$ cat config.mk
export PLATFORM = sky130hd
export DESIGN_NAME = irq_ctrl
export DESIGN_NICKNAME = d
export VERILOG_FILES = /design/src/rtl/d16i_irq_pkg.sv /design/src/rtl/irq_prio_enc.sv /design/src/rtl/irq_ctrl.sv
export SDC_FILE = /design/constraint.sdc
export NUM_CORES = 1
export LEC_CHECK = 0
export ABC_AREA = 1
export BUFFER_PORTS_ARGS = -buffer_cell sky130_fd_sc_hd__buf_2
export CORE_UTILIZATION = 51
export CTS_CLUSTER_SIZE = 12
export DETAILED_ROUTE_END_ITERATION = 6
export PLACE_DENSITY = 0.84
export SYNTH_ARGS = -nofsm -noshare
export SYNTH_HDL_FRONTEND = slang
export SYNTH_SLANG_ARGS = --single-unit
$ cat constraint.sdc
create_clock -name clk -period 3.45 [get_ports clk]
set_clock_uncertainty 0.2 [all_clocks]
set_input_delay 0.345 -clock clk [delete_from_list [all_inputs] [get_ports clk]]
set_output_delay 0.345 -clock clk [all_outputs]
set_load 0.005 [all_outputs]
$ cat src/rtl/d16i_irq_pkg.sv
// Shared types and helpers for the interrupt controller: FSM state encoding,
// ID word width, default tag and the ID word builder.
package d16i_irq_pkg;

  typedef enum logic [1:0] {
    IDLE    = 2'd0,
    REQ     = 2'd1,
    LOAD    = 2'd2,
    SERVICE = 2'd3
  } irq_state_t;

  localparam int IRQ_BUS_W = 17;
  localparam logic [7:0] ID_TAG_DEFAULT = 8'h80;

  // ID word layout: [16] reserved zero, [15:8] tag, [7:0] line index.
  function automatic logic [IRQ_BUS_W-1:0] build_id(input logic [7:0] tag,
                                                    input logic [7:0] idx);
    return {1'b0, tag, idx};
  endfunction

endpackage

$ cat src/rtl/irq_prio_enc.sv
// Combinational fixed-priority encoder: the lowest set index of req_i wins.
module irq_prio_enc #(
  parameter int N     = 8,
  parameter int IDX_W = 3
) (
  input  logic [N-1:0]     req_i,
  output logic [IDX_W-1:0] idx_o,
  output logic             valid_o
);

  // Scan from the top down so the last hit, the lowest index, sticks.
  always_comb begin
    idx_o   = '0;
    valid_o = 1'b0;
    for (int i = N - 1; i >= 0; i--) begin
      if (req_i[i]) begin
        idx_o   = IDX_W'(i);
        valid_o = 1'b1;
      end
    end
  end

endmodule

$ cat src/rtl/irq_ctrl.sv
// Edge-capturing, maskable, fixed-priority interrupt controller with a
// req/ack handshake to the core. Optional input synchronizer: IRQ_SYNC_EN.
module irq_ctrl
  import d16i_irq_pkg::*;
#(
  parameter int         N_IRQ  = 8,
  parameter logic [7:0] ID_TAG = ID_TAG_DEFAULT
) (
  input  logic                 clk,
  input  logic                 rst,
  input  logic [N_IRQ-1:0]     irq_in,
  input  logic                 mask_we,
  input  logic [N_IRQ-1:0]     mask_wdata,
  output logic [N_IRQ-1:0]     mask_q,
  output logic [N_IRQ-1:0]     pending_q,
  output logic                 irq_req,
  input  logic                 irq_ack,
  input  logic                 irq_eoi,
  output logic                 irq_sel,
  output logic [IRQ_BUS_W-1:0] irq_bus,
  output logic                 busy,
  output irq_state_t           state_o
);

  localparam int IDX_W = (N_IRQ > 1) ? $clog2(N_IRQ) : 1;

  // Handshake: irq_req stays high in REQ until the core samples irq_ack high
  // on a clock edge while an eligible line exists; that edge is the transfer.
  irq_state_t           state_q, state_d;
  logic [N_IRQ-1:0]     irq_s, irq_prev_q, rise, elig, win_onehot, pending_d;
  logic [IDX_W-1:0]     win_idx;
  logic                 win_vld;
  logic [IRQ_BUS_W-1:0] bus_d;

`ifdef IRQ_SYNC_EN
  logic [N_IRQ-1:0] sync1_q, sync2_q;

  always_ff @(posedge clk) begin
    if (rst) begin
      sync1_q <= '0;
      sync2_q <= '0;
    end else begin
      sync1_q <= irq_in;
      sync2_q <= sync1_q;
    end
  end

  assign irq_s = sync2_q;
`else
  assign irq_s = irq_in;
`endif

  assign rise       = irq_s & ~irq_prev_q;
  assign elig       = pending_q & mask_q;
  assign win_onehot = N_IRQ'(1) << win_idx;
  assign state_o    = state_q;

  irq_prio_enc #(.N(N_IRQ), .IDX_W(IDX_W)) u_prio (
    .req_i   (elig),
    .idx_o   (win_idx),
    .valid_o (win_vld)
  );

  always_comb begin
    state_d   = state_q;
    pending_d = pending_q | rise;
    bus_d     = irq_bus;
    case (state_q)
      IDLE:    if (win_vld) state_d = REQ;
      REQ: begin
        if (irq_ack && win_vld) begin
          state_d   = LOAD;
          // A fresh edge on the serviced line re-arms it.
          pending_d = (pending_q & ~win_onehot) | rise;
          bus_d     = build_id(ID_TAG, 8'(win_idx));
        end else if (!win_vld) begin
          state_d = IDLE;
        end
      end
      LOAD:    state_d = SERVICE;
      SERVICE: if (irq_eoi) state_d = IDLE;
      default: state_d = IDLE;
    endcase
  end

  always_ff @(posedge clk) begin
    if (rst) begin
      state_q    <= IDLE;
      irq_prev_q <= '0;
      pending_q  <= '0;
      mask_q     <= '0;
      irq_bus    <= '0;
      irq_req    <= 1'b0;
      irq_sel    <= 1'b0;
      busy       <= 1'b0;
    end else begin
      state_q    <= state_d;
      irq_prev_q <= irq_s;
      pending_q  <= pending_d;
      if (mask_we) mask_q <= mask_wdata;
      irq_bus    <= bus_d;
      irq_req    <= (state_d == REQ);
      irq_sel    <= (state_d == LOAD);
      busy       <= (state_d == LOAD) || (state_d == SERVICE);
    end
  end

endmodule
==> flow_summary.yaml, run 1 <==
status:
  outcome: "completed"
setup_path:
  crit_required_ns: 3.48
  slowest_stage: "dfxtp_1"
  crit_path_end_kind: "flip-flop"
  startpoint_type: "flip-flop"
  critical_path_class: "flip-flop to flip-flop"
  max_stage_delay_ns: 0.38
  path_max_fanout: 7
  crit_path_cell_trace: "nand2_1 -> nand2_1 -> nor2_4 -> nand2_2 -> nand3_4 -> nor2_1 -> nand2_1 -> nor2_1 -> nor2_1"
  arrival_ns: 1.55
cells_and_area:
  antennaDiodeCount: 0
  drive_gt1_share_pct: 27.87
  fillCellCount: 259
  syn_to_final_growth_pct: 17.35
  final_nets: 265
  final_cells: 275
  final_area_sq_um: 1709
pwr:
  peakVddDrop_v: 0.0003902
  leakagePower_nw: 0.9298
  powerDensity_nw_per_um2: 442.3
clock_network:
  numCtsBuffers: 5
  cts.path.max_buffers: 2
  cts.sinks: 33
  clk_latency_ns: 0.32
  tritoncts: "yes"
  cts-root-buf: "clkbuf_4"
  cts.clk_slew.worst_paths_ns: 0.09
  cts_setup_buffers: 0
  cts_hold_buf: 0
  htree_levels: 2
  ctsResizeCount: 0
synth:
  yosysSeqAreaShare_pct: 45.36
  synth_edf_count: 0
  avgSynthCellArea_sq_um: 7.431
  synthTopCellsByCount: "nor2_1 (48), dfxtp_1 (33), nand2_1 (25), inv_1 (20), o21ai_0 (16)"
  ys_warn_count: 0
  synth_top_area_share_pct: 45.36
  yosysMostFrequentCell: "nor2_1"
  synth_cells: 196
  synth_area_sq_um: 1456
  ys_types: 23
  synthFlopType: "dfxtp_1"
  synth_area_leaders: "dfxtp_1 (45%), nor2_1 (12%), buf_4 (6.7%)"
  synth_top_cell_by_area: "dfxtp_1"
  synth_async_sr_flop_share_pct: 0
  ys_ff_latch: 33
drt:
  vias: 1284
  drt_wl_total_mm: 2.761
  first_pass_iters: 4
  viasPerCell: 4.669
  wl_per_cell_microns: 10.04
  drt_iter0_markers: 44
  drcViolationCount: 0
  ant_nets: 0
sta:
  min_period_ns: 1.519
  hold_viol_final: 0
  period_share_pct: 44.04
  fmax_mhz: 658.1
  setup_viol: 0
  drv_slew: 0
  rsz0062_at_grt: "false"
  fin_setup_tns_ns: 0
grt:
  overflow: 0
  antenna_found_initial: 0
  grt_max_degree: 20
  grt_pass1_vias: 1051
  grt.total_usage_pct: 19.07
  grt_pass1_wl_mm: 4.547
flow_run:
  drv_cap: 0
placed_design:
  gp_congestion: 0.8556
  placed_area_sq_um: 1654
  dp.cells: 268
  place_hpwl_mm: 2.127
  io_buffers: 45
floorplan:
  die_x_microns: 55.44
  rows: 19
  pin_count: 59
  core_area_sq_um: 2734
  die_area_sq_um: 3074
  die-height_microns: 55.44
  start_util_pct: 53.27
hold_path:
  hp-class: "primary input to flip-flop"
[path summary, 6_finish.rpt]
kind / startpoint / end / slack, ns / cells past startpoint
max: pending_q[4] / pending_q[1] / 1.93 / 9
min: irq_in[5] / irq_prev_q[5] / 0.03 / 3
max reg2reg: pending_q[4] / pending_q[1] / 1.93 / 9
min reg2reg: irq_bus[2] / irq_bus[2] / 0.26 / 2
[layout make-up]
class | instances | area [sq um] | area share, %
sequential | 33 | 660.6 | 38.65
clock buffer | 7 | 55.05 | 3.221
inverter | 22 | 85.08 | 4.978
tap | 31 | 38.79 | 2.269
timing repair buffer | 45 | 225.2 | 13.18
multi-input combinational | 137 | 644.4 | 37.70
[critical path, delay by kind of cell (launching register included)]
family           cells  cell delay, ns
flip-flops           1            0.38
AND/OR/NAND/NOR      9            0.84
[power by group]
group / total (W) / switching [W] / internal [W]
clock network: 0.000211 / 0.000115 / 0.0000961
registers: 0.000424 / 0.0000177 / 0.000406
logic: 0.000121 / 0.0000727 / 0.0000484
total: 0.000756 / 0.000205 / 0.000551
[metal layers]
| metal | GRT usage, % | part of all wire (%) | vias up |
|---|---|---|---|
| met5 | 0 | 0 | - |
| met4 | 8.214 | 1.3 | 0 |
| met3 | 7.728 | 6.7 | 7 |
| met2 | 29.78 | 45 | 47 |
| met1 | 23.11 | 47 | 552 |
| li1 | - | - | 678 |
[sequential cells by signal, summed over array words and instances, names as in the netlist]
register and count:
pending_q 8, irq_prev_q 8, mask_q 8, busy 1
irq_sel 1, state_o 2, irq_bus 4, irq_req 1
[metrics by stage]
step | total power, W | util, % | worst slack (ns) | hold slack (ns)
2_1_floorplan | 0.0005186 | - | 2.090 | 0.2293
3_3_place_gp | 0.0005521 | 60.50 | 1.965 | 0.2409
3_5_place_dp | 0.0005550 | 60.50 | 1.955 | 0.2459
4_1_cts | 0.0007660 | 62.52 | 1.932 | 0.01704
5_1_grt | 0.0008049 | 62.52 | 1.731 | 0.02177
6_report | 0.0007560 | 62.52 | 1.931 | 0.02999
[layout by cell type, fill, tap and decap left out, types with 2 or more instances in the layout]
cell type	count
a21oi_1	10
nand2_1	25
clkbuf_4	5
inv_1	20
nor2_1	48
nand2_2	7
dfxtp_1	33
buf_2	45
nand3_1	7
conb_1	13
nor2_4	3
o21ai_0	16
nand2_4	2
[cell families after synthesis]
logic type	share of synthesized area, %
AO/OA/AOI/OAI	9.451
buffers and inverters	13.49
flip-flops	45.36
other	0.2575
AND/OR/NAND/NOR	31.44
No activity file was read; power rests on OpenSTA's default activity.
==> inputs of run 2 (changes only) <==
Settings changed: ABC_AREA 1 to 0, CORE_UTILIZATION 51 to 46, PLACE_DENSITY 0.84 to 0.77.
Clock period 3.45 ns to 1.5 ns, I/O delays scaled along.
==> flow_summary.yaml, run 2 <==
synth:
  synthTopCellsByCount: "dfxtp_1 (33), nor2_1 (23), nor2b_1 (14), buf_4 (13), nand2_1 (11)"
  ys_ff_latch: 33
  ys_warn_count: 0
  synth_async_sr_flop_share_pct: 0
  avgSynthCellArea_sq_um: 9.121
  yosysMostFrequentCell: "dfxtp_1"
  synthFlopType: "dfxtp_1"
  synth_area_sq_um: 1386
  synth_top_area_share_pct: 47.65
  synth_area_leaders: "dfxtp_1 (48%), buf_4 (7.0%), nor2b_1 (6.3%)"
  yosysSeqAreaShare_pct: 47.65
  synth_top_cell_by_area: "dfxtp_1"
  synth_edf_count: 0
  ys_types: 30
  synth_cells: 152
drt:
  vias: 1382
  viasPerCell: 5.081
  ant_nets: 0
  drcViolationCount: 12
  drt_iter0_markers: 38
  wl_per_cell_microns: 12.67
  first_pass_iters: 6
  drt_wl_total_mm: 3.447
grt:
  grt_pass1_wl_mm: 5.713
  grt_pass1_vias: 1340
  antenna_found_initial: 0
  overflow: 0
  grt.total_usage_pct: 23.51
  grt_max_degree: 34
sta:
  slew_headroom_pct: 60.18
  holdWs_ns: 0.04759
  hold_viol_final: 0
  drv_slew: 0
  worst_pin_slew_ns: 0.5973
  period_share_pct: 103.1
  fmax_mhz: 646.5
  worst_slack_ns: -0.04676
  rsz0062_at_grt: "true"
  setup_viol: 4
  min_period_ns: 1.547
setup_path:
  arrival_ns: 1.53
  path_max_fanout: 6
  crit_required_ns: 1.48
  critical_path_class: "flip-flop to flip-flop"
  crit_path_end_kind: "flip-flop"
  startpoint_type: "flip-flop"
placed_design:
  dp.cells: 242
  io_buffers: 45
  gp_congestion: 0.7745
  place_hpwl_mm: 2.339
clock_network:
  cts.clk_slew.worst_paths_ns: 0.09
  cts.path.max_buffers: 2
  htree_levels: 2
  cts-root-buf: "clkbuf_4"
  clk_latency_ns: 0.33
  tritoncts: "yes"
  cts.sinks: 33
  numCtsBuffers: 5
cells_and_area:
  final_common_cell: "buf_2"
  drive_gt1_share_pct: 41.08
  layout_common_cells: "buf_2 (45), nor2_1 (23), buf_4 (23), dfxtp_1 (22), dlygate4sd3_1 (18)"
  reg.largest.list: "irq_prev_q: 8 flops, mask_q: 8 flops, pending_q: 8 flops"
  final_util_pct: 73.60
  antennaDiodeCount: 0
  final_cells: 272
  final_nets: 261
  syn_to_final_growth_pct: 48.92
floorplan:
  core_area_sq_um: 2805
  die-height_microns: 56.90
  die_x_microns: 56.90
  rows: 19
  start_util_pct: 49.42
  pin_count: 59
  die_area_sq_um: 3237
status:
  outcome: "finished with violations"
  violations: "design-rule violations, negative setup slack"
hold_path:
  hp-class: "primary input to flip-flop"
pwr:
  peakVddDrop_v: 0.0007486
  powerDensity_nw_per_um2: 866.9
  leakagePower_nw: 0.9804
flow_run:
  drv_cap: 0
## run 2: cell count changes in the layout (fill, tap and decap cells not counted), sizes merged, moves of 4 or more
| cell | before | now |
|---|---|---|
| nand3 | 8 | 2 |
| a211oi | 0 | 8 |
| dlygate4sd3 | 0 | 18 |
| mux2i | 0 | 8 |
| nand2 | 34 | 11 |
| inv | 22 | 2 |
| nor2b | 0 | 14 |
| a22oi | 0 | 5 |
| nor2 | 51 | 23 |
| buf | 45 | 69 |
| o21ai | 16 | 0 |
| a21oi | 10 | 6 |
| nor3 | 0 | 4 |
## run 2: where the power goes
group          switching, W  internal [W]
combinational      0.000161      0.000198
sequential        0.0000420      0.000931
clock              0.000270      0.000187
total              0.000474       0.00132
## run 2: logic make-up after synthesis
| logic type | synth area share, % |
|---|---|
| multiplexers | 6.589 |
| other | 0.2705 |
| AND/OR/NAND/NOR | 20.67 |
| buffers and inverters | 9.025 |
| AO/OA/AOI/OAI | 15.79 |
| flip-flops | 47.65 |
## run 2: timing repair
action                                  4_1_cts  5_1_grt
setup buffers                                 3        1
hold buffers                                 18        0
endpoints found under the setup margin       11       15
gates resized for setup                      16       10
pin swaps                                     6        2
endpoints found under the hold margin        23        0
## run 2: critical path, cell delays in order, from the launching register on
cell and delay, ns:
dfxtp_2 0.34, a22oi_2 0.22, buf_6 0.15, nand2_1 0.09, nor3_2 0.18, buf_4 0.15, a221oi_1 0.07
## run 2: final cells by class
cell class / count / area, sq um
clock buffers: 8 / 48.80
fillers: 219 / 740.7
inverters: 2 / 7.507
multi-input cells: 111 / 700.7
flip-flops and latches: 33 / 679.4
well taps: 31 / 38.79
repair buffers: 87 / 589.3
## run 2: per-stage QoR
stage / worst slack (ns) / total power [W] / TNS [ns] / instance area, sq um
final: -0.04676 / 0.001790 / -0.05892 / 2064
after global routing: -0.09658 / 0.001895 / -0.6155 / 2064
after CTS: -0.01448 / 0.001793 / -0.03421 / 2032
after detailed placement: -0.1527 / 0.001279 / -0.8016 / 1732
after global placement: -0.08096 / 0.001267 / -0.3357 / 1732
after floorplan: -0.009278 / 0.001148 / -0.01173 / 1435
## run 2: worst paths after layout
check / start / endpoint / slack [ns] / cells past startpoint
setup / recovery: mask_q[1] / state_o[0] / -0.05 / 6
hold / removal: mask_we / mask_q[4] / 0.05 / 3
setup reg to reg: mask_q[1] / state_o[0] / -0.05 / 6
hold reg to reg: irq_bus[15] / irq_bus[15] / 0.28 / 2
## run 2: per-layer routing
metal	share of wire (%)	GRT usage, %	up-vias
met5	0	0	-
met4	2.3	8.711	0
met1	42	26.62	643
met3	5.0	8.295	9
met2	51	40.34	49
li1	-	-	681
